### src/rtl/wm_pkg.sv
// Shared definitions for the wash-cycle sequencer: phase encoding and the
// actuator decode used by wm_cycle_ctrl.
package wm_pkg;

  // Phase encoding; the numeric values are exported on o_phase to the display
  // and buzzer blocks, so they must stay fixed.
  typedef enum logic [2:0] {
    ST_IDLE  = 3'd0,
    ST_FILL  = 3'd1,
    ST_AGIT  = 3'd2,
    ST_DRAIN = 3'd3,
    ST_SPIN  = 3'd4,
    ST_DONE  = 3'd5,
    ST_FAULT = 3'd6
  } wm_state_e;

  typedef struct packed {
    logic valve;
    logic motor;
    logic drain;
  } wm_act_t;

  // Actuators follow the phase, and are all forced off while paused.
  function automatic wm_act_t wm_decode_act(input wm_state_e st, input logic paused);
    wm_act_t a;
    a = '0;
    if (!paused) begin
      case (st)
        ST_FILL:  a.valve = 1'b1;
        ST_AGIT:  a.motor = 1'b1;
        ST_DRAIN: a.drain = 1'b1;
        ST_SPIN: begin
          a.motor = 1'b1;
          a.drain = 1'b1;
        end
        default: a = '0;
      endcase
    end
    return a;
  endfunction

endpackage

### src/rtl/wm_tick_gen.sv
// One-second prescaler: counts 0..TICK_DIV-1 while enabled, pulses tick_o
// on the last count, and restarts from 0 on clear (clear wins over enable).
module wm_tick_gen #(
  parameter int unsigned TICK_DIV = 100_000_000
) (
  input  logic clk,
  input  logic rst,
  input  logic en_i,
  input  logic clr_i,
  output logic tick_o
);

  localparam int unsigned CW = (TICK_DIV > 1) ? $clog2(TICK_DIV) : 1;
  localparam logic [CW-1:0] LAST = CW'(TICK_DIV - 1);

  logic [CW-1:0] cnt_q, cnt_d;

  // Next count: clear, hold when disabled, wrap at the last count.
  always_comb begin
    cnt_d = cnt_q;
    if (clr_i) begin
      cnt_d = '0;
    end else if (en_i) begin
      cnt_d = (cnt_q == LAST) ? '0 : cnt_q + CW'(1);
    end
  end

  // Count register.
  always_ff @(posedge clk) begin
    if (rst) begin
      cnt_q <= '0;
    end else begin
      cnt_q <= cnt_d;
    end
  end

  assign tick_o = en_i && (cnt_q == LAST);

endmodule

### src/rtl/wm_cycle_ctrl.sv
// Wash-program sequencer: fill -> agitate -> drain passes (wash plus
// mode-dependent rinses), then spin and done, with pause on the start button.
// Optional fill-timeout fault enabled by defining WM_FILL_TIMEOUT_EN.
module wm_cycle_ctrl
  import wm_pkg::*;
#(
  parameter int unsigned TICK_DIV  = 100_000_000,
  parameter int unsigned NUM_MODES = 4,
  parameter int unsigned RINSE_MAX = 3,
  parameter int unsigned TIME_W    = 8,
  parameter int unsigned WASH_T    = 10,
  parameter int unsigned MODE_STEP = 5,
  parameter int unsigned RINSE_T   = 6,
  parameter int unsigned DRAIN_T   = 4,
  parameter int unsigned SPIN_T    = 8,
  parameter int unsigned DONE_T    = 3,
  parameter int unsigned FILL_TMO  = 20,
  localparam int unsigned MW = (NUM_MODES > 1) ? $clog2(NUM_MODES) : 1
) (
  input  logic              clk,
  input  logic              rst,
  input  logic              i_start_n,
  input  logic              i_water_full_n,
  input  logic [MW-1:0]     i_mode,
  output logic [2:0]        o_phase,
  output logic [TIME_W-1:0] o_remain,
  output logic [1:0]        o_pass,
  output logic              o_valve,
  output logic              o_motor,
  output logic              o_drain,
  output logic              o_busy,
  output logic              o_paused,
  output logic              o_done,
  output logic              o_fault
);

`ifdef WM_FILL_TIMEOUT_EN
  localparam bit TMO_EN = 1'b1;
`else
  localparam bit TMO_EN = 1'b0;
`endif

  localparam logic [TIME_W-1:0] RINSE_LD = TIME_W'(RINSE_T);
  localparam logic [TIME_W-1:0] DRAIN_LD = TIME_W'(DRAIN_T);
  localparam logic [TIME_W-1:0] SPIN_LD  = TIME_W'(SPIN_T);
  localparam logic [TIME_W-1:0] DONE_LD  = TIME_W'(DONE_T);
  // Without the timeout FILL is untimed and shows 0 remaining.
  localparam logic [TIME_W-1:0] FILL_LD  = TMO_EN ? TIME_W'(FILL_TMO) : '0;

  // Rinse passes for a mode: min(mode+1, RINSE_MAX).
  function automatic logic [1:0] rinse_cnt(input logic [MW-1:0] m);
    int unsigned r;
    r = 32'(m) + 32'd1;
    if (r > RINSE_MAX) r = RINSE_MAX;
    return 2'(r);
  endfunction

  wm_state_e         state_q, state_d;
  logic [TIME_W-1:0] remain_q, remain_d;
  logic [1:0]        pass_q, pass_d;
  logic [1:0]        rinses_q, rinses_d;
  logic [MW-1:0]     mode_q, mode_d;
  logic              paused_q, paused_d;
  logic [2:0]        start_sync_q;
  logic [1:0]        wfull_sync_q;

  logic              press;
  logic              water_full;
  logic              tick;
  logic              tick_en;
  logic              tick_clr;
  logic              timed;
  logic [TIME_W:0]   wash_sum;
  logic [TIME_W-1:0] wash_ld;
  wm_act_t           act;

  // Stage 3 of the start chain only remembers the previous synchronised level
  // so a press is a single-cycle falling edge.
  assign press      = start_sync_q[2] & ~start_sync_q[1];
  assign water_full = ~wfull_sync_q[1];

  // Wash time computed one bit wider so an oversize mode saturates.
  assign wash_sum = (TIME_W+1)'(WASH_T) + (TIME_W+1)'(32'(mode_q) * MODE_STEP);
  assign wash_ld  = wash_sum[TIME_W] ? '1 : wash_sum[TIME_W-1:0];

  assign timed    = (state_q inside {ST_AGIT, ST_DRAIN, ST_SPIN, ST_DONE}) ||
                    (TMO_EN && (state_q == ST_FILL));
  assign tick_en  = timed && !paused_q;
  assign tick_clr = (state_d != state_q);

  wm_tick_gen #(
    .TICK_DIV(TICK_DIV)
  ) u_tick (
    .clk   (clk),
    .rst   (rst),
    .en_i  (tick_en),
    .clr_i (tick_clr),
    .tick_o(tick)
  );

  // Next-state: a press always takes priority over a tick in the same cycle,
  // and water-full takes priority over a fill timeout.
  always_comb begin
    state_d  = state_q;
    remain_d = remain_q;
    pass_d   = pass_q;
    rinses_d = rinses_q;
    mode_d   = mode_q;
    paused_d = paused_q;
    case (state_q)
      ST_IDLE: begin
        if (press) begin
          mode_d   = i_mode;
          rinses_d = rinse_cnt(i_mode);
          pass_d   = '0;
          remain_d = FILL_LD;
          state_d  = ST_FILL;
        end
      end
      ST_FILL, ST_AGIT, ST_DRAIN, ST_SPIN: begin
        if (press) begin
          paused_d = ~paused_q;
        end else if (!paused_q) begin
          case (state_q)
            ST_FILL: begin
              if (water_full) begin
                state_d  = ST_AGIT;
                remain_d = (pass_q == '0) ? wash_ld : RINSE_LD;
              end else if (TMO_EN && tick) begin
                if (remain_q == '0) state_d = ST_FAULT;
                else remain_d = remain_q - TIME_W'(1);
              end
            end
            ST_AGIT: begin
              if (tick) begin
                if (remain_q == '0) begin
                  state_d  = ST_DRAIN;
                  remain_d = DRAIN_LD;
                end else begin
                  remain_d = remain_q - TIME_W'(1);
                end
              end
            end
            ST_DRAIN: begin
              if (tick) begin
                if (remain_q == '0) begin
                  if (pass_q < rinses_q) begin
                    pass_d   = pass_q + 2'd1;
                    state_d  = ST_FILL;
                    remain_d = FILL_LD;
                  end else begin
                    state_d  = ST_SPIN;
                    remain_d = SPIN_LD;
                  end
                end else begin
                  remain_d = remain_q - TIME_W'(1);
                end
              end
            end
            ST_SPIN: begin
              if (tick) begin
                if (remain_q == '0) begin
                  state_d  = ST_DONE;
                  remain_d = DONE_LD;
                end else begin
                  remain_d = remain_q - TIME_W'(1);
                end
              end
            end
            default: state_d = state_q;
          endcase
        end
      end
      ST_DONE: begin
        if (press || (tick && (remain_q == '0))) begin
          state_d  = ST_IDLE;
          remain_d = '0;
          pass_d   = '0;
        end else if (tick) begin
          remain_d = remain_q - TIME_W'(1);
        end
      end
      ST_FAULT: begin
        if (press) begin
          state_d  = ST_IDLE;
          remain_d = '0;
          pass_d   = '0;
        end
      end
      default: begin
        state_d  = ST_IDLE;
        remain_d = '0;
        pass_d   = '0;
        paused_d = 1'b0;
      end
    endcase
  end

  // State, counters and input synchronisers.
  always_ff @(posedge clk) begin
    if (rst) begin
      state_q      <= ST_IDLE;
      remain_q     <= '0;
      pass_q       <= '0;
      rinses_q     <= '0;
      mode_q       <= '0;
      paused_q     <= 1'b0;
      start_sync_q <= '1;
      wfull_sync_q <= '1;
    end else begin
      state_q      <= state_d;
      remain_q     <= remain_d;
      pass_q       <= pass_d;
      rinses_q     <= rinses_d;
      mode_q       <= mode_d;
      paused_q     <= paused_d;
      start_sync_q <= {start_sync_q[1:0], i_start_n};
      wfull_sync_q <= {wfull_sync_q[0], i_water_full_n};
    end
  end

  assign act      = wm_decode_act(state_q, paused_q);
  assign o_valve  = act.valve;
  assign o_motor  = act.motor;
  assign o_drain  = act.drain;
  assign o_phase  = state_q;
  assign o_remain = remain_q;
  assign o_pass   = pass_q;
  assign o_busy   = (state_q != ST_IDLE);
  assign o_paused = paused_q;
  assign o_done   = (state_q == ST_DONE);
  assign o_fault  = TMO_EN && (state_q == ST_FAULT);

endmodule
### config.mk
export PLATFORM = sky130hd
export DESIGN_NAME = wm_cycle_ctrl
export DESIGN_NICKNAME = d
export VERILOG_FILES = /design/src/rtl/wm_pkg.sv /design/src/rtl/wm_tick_gen.sv /design/src/rtl/wm_cycle_ctrl.sv
export SDC_FILE = /design/constraint.sdc
export NUM_CORES = 1
export LEC_CHECK = 0
export BUFFER_PORTS_ARGS = -buffer_cell sky130_fd_sc_hd__buf_2
export CORE_UTILIZATION = 55
export CTS_BUF_LIST = sky130_fd_sc_hd__clkbuf_8
export DETAILED_ROUTE_END_ITERATION = 16
export PLACE_DENSITY = 0.77
export SKIP_LAST_GASP = 1
export SYNTH_ARGS = -nofsm -noshare
export SYNTH_HDL_FRONTEND = slang
export SYNTH_HIERARCHICAL = 1
export SYNTH_SLANG_ARGS = --single-unit
### constraint.sdc
create_clock -name clk -period 3.29 [get_ports clk]
set_clock_uncertainty 0.05 [all_clocks]
set_input_delay 0.329 -clock clk [delete_from_list [all_inputs] [get_ports clk]]
set_output_delay 0.329 -clock clk [all_outputs]
set_load 0.03 [all_outputs]
==> results by group <==
STA
  – RSZ-0062 raised after global routing: no
  – Period utilization: 0.914
  – Pins Over Slew Limit: 0
  – Slew Limit Headroom: 0.451
  – Least-Margin Pin Slew: 812 ps
  – Max Clk Rate: 0.333 GHz
  – Setup tns final: 0 ps
  – Min cycle time layout: 3010 ps
  – Final setup viols: 0
  – Hold Vio Cnt, Final: 0

Layout
  – Total Nets Final: 409
  – Layout area overhead: 11.9%
  – Fraction of layout cells with a size suffix above 1: 0.176
  – Final std cells w/o fill: 468
  – # diodes: 0
  – Final core utilization: 0.642
  – Design area: 3300 um2

Synth
  – Mean Syn Cell Area: 8.01 um2
  – Post-synthesis register bit count: 50
  – Commonest cells post-synth: dfxtp_1, nor2_1, a21oi_1
  – Post-synth EDFFs: 0
  – Sequential area share after synthesis: 0.340
  – Post-Syn Nets: 380
  – Yosys cell types: 68
  – Mapped Area: 2950 um2
  – Dominant cell type by area after synthesis: dfxtp_1
  – Syn Inst Count: 368
  – Ranking of synthesized cells by area: dfxtp_1, a21oi_1, nor2_1
  – Fraction of registers with async set/reset: 0
  – Syn. warnings: 6
  – Most numerous cell in the Yosys netlist: dfxtp_1
  – Synth Flop Type: dfxtp_1
  – Synth top area share: 0.340

Routing
  – Remaining DRCs: 0
  – DR pass1 iterations: 4
  – Routed WL: 7.11 mm
  – Via count: 2,868
  – First DRT Iteration DRCs: 298
  – Wirelength per Cell: 15.2 um
  – Vias/cell: 6.13
  – Post-route ant nets: 0

GRT
  – Largest net degree at the start of global routing: 28
  – First-pass GRT wire length: 11.2 mm
  – Total Routing Usage GR: 0.259
  – Initial antenna violation count: 0
  – Total congestion overflow: 0
  – Vias in the first global route: 2,538

Place
  – Cells after DPL: 454
  – Hpwl dp: 4.86 mm
  – Placed instance area: 3140 um2
  – Port Buffer Count: 24
  – Routability cong.: 1.01

CTS
  – CTS tree: done
  – Root Buffer: clkbuf_8
  – Bufs on Longest Clock Path: 2
  – CTS H-tree depth: 2
  – CTS buffer count: 5
  – Clock-pin slew on the worst setup and hold paths: 100 ps
  – Clock sinks: 50
  – Worst-Skew Late Latency: 310 ps
  – CTS Hold Bufs: 0

Critical path
  – Crit path max fanout: 14
  – R2r endpoint: u_tick/cnt_q[0]
  – Worst Path Required: 3430 ps
  – Setup CP Type: flip-flop to flip-flop
  – Arr. time, crit path: 3140 ps
  – CP Cell Sequence: nand2b_1, a21oi_1, and4_1, nand4_1, nor2_4, inv_1, nor3_4, a21oi_1, o311a_1, nand2_1, nor2_1, o21ai_4, nor2_1
  – Reg2reg start: o_phase[2]
  – Largest delay share family, worst path: simple AND/OR/NAND/NOR gates
  – Worst R2R Path Depth: 13
  – Slowest cell on the critical path: o311a_1
  – Crit end category: flip-flop
  – Buf+Inv Stages, Crit Path: 1
  – R2R Setup Slk: 280 ps
  – Critical path's largest stage delay: 360 ps
  – CP startpoint kind: flip-flop

Min path
  – Worst hold endpoint: wfull_sync_q[0]
  – Worst hold path depth: 2
  – Min-delay src: i_water_full_n
  – HP Class: primary input to flip-flop

Floorplan
  – Die ar.: 5650 um2
  – Row count: 26
  – DIE HEIGHT: 75.2 um
  – Die W: 75.2 um
  – Core Box Area: 5140 um2
  – Starting Density: 0.573
  – I/O pin count: 26

Flow run
  – # Max-Cap Violations: 0

Outcome
  – Outcome: finished, final reports clean

Power
  – Maximum vdd drop: 0.299 mV
  – Cell area power density: 393 nW/um2
  – LEAKAGE: 0.00127 uW
-- through the flow --
stage / setup slack [ps] / hold WS [ps] / power (uW)
after floorplan: 2.28 / 339 / 873
after global placement: 201 / 341 / 923
after detailed placement: 60.9 / 348 / 926
after CTS: 27.4 / 145 / 1300
after global routing: 19.7 / 132 / 1360
final: 284 / 150 / 1300
-- final cells by class --
class,count,area [um2]
fill,476,1840
multi-input combinational,287,1830
sequential,50,1000
timing repair buffer,40,240
tap,70,87.6
clock buffer,5,68.8
inverter,13,48.8
clock inverter,3,23.8
-- power breakdown --
part / internal [uW] / total (uW) / switching (uW) / leakage, uW
registers: 624 / 644 / 20.1 / 0.000405
clock network: 152 / 375 / 222 / 0.0000408
logic: 98.5 / 278 / 180 / 0.000825
-- sequential cells by signal, summed over array words and instances (netlist names), 2 cells and up --
| signal | count |
|---|---|
| wfull_sync_q | 2 |
| o_pass | 2 |
| mode_q | 2 |
| o_remain | 8 |
| o_phase | 3 |
| start_sync_q | 3 |
| u_tick/cnt_q | 27 |
| rinses_q | 2 |
-- placed cells by master, fill, tap and decap left out, types with 6 or more instances in the layout --
cell type,count
ha_1,6
xor2_1,8
buf_2,24
buf_4,16
and4_1,6
nand2_1,29
inv_1,13
or3_1,8
xnor2_1,13
nand2b_1,7
nand4_1,14
a21oi_1,35
nor3_1,11
nor2_1,41
o21ai_0,18
dfxtp_1,49
-- how the worst max path moves through the flow --
stage,from,to,cells past startpoint
finish,o_phase[2],u_tick/cnt_q[0],13
global route,o_phase[2],u_tick/cnt_q[0],13
floorplan,o_phase[2],u_tick/cnt_q[14],16
global placement,o_phase[2],u_tick/cnt_q[3],13
detailed placement,o_phase[2],u_tick/cnt_q[0],13
CTS,o_phase[2],u_tick/cnt_q[0],13
-- logic make-up after synthesis --
kind of cell | after synthesis | share of synthesized area
compound gates | 91 | 0.199
xor+xnor | 21 | 0.0624
fa+ha+maj | 6 | 0.0255
buf+inv | 32 | 0.0522
flops | 50 | 0.340
mux | 1 | 0.00340
other cells | 1 | 0.00127
simple gates | 166 | 0.317
-- routing by layer --
metal / wire length [um] / track usage / up-vias
li1: - / - / 1394
met1: 3230 / 0.313 / 1360
met2: 3420 / 0.458 / 97
met3: 341 / 0.0629 / 17
met4: 115 / 0.0720 / 0
met5: 0 / 0 / -
-- timing repair --
action,CTS,global route
gates resized for setup,0,3
endpoints found under the hold margin,0,0
setup endpoints to repair,0,27
buffers inserted,0,5
Note: power is estimated with default switching activity, not from simulation.
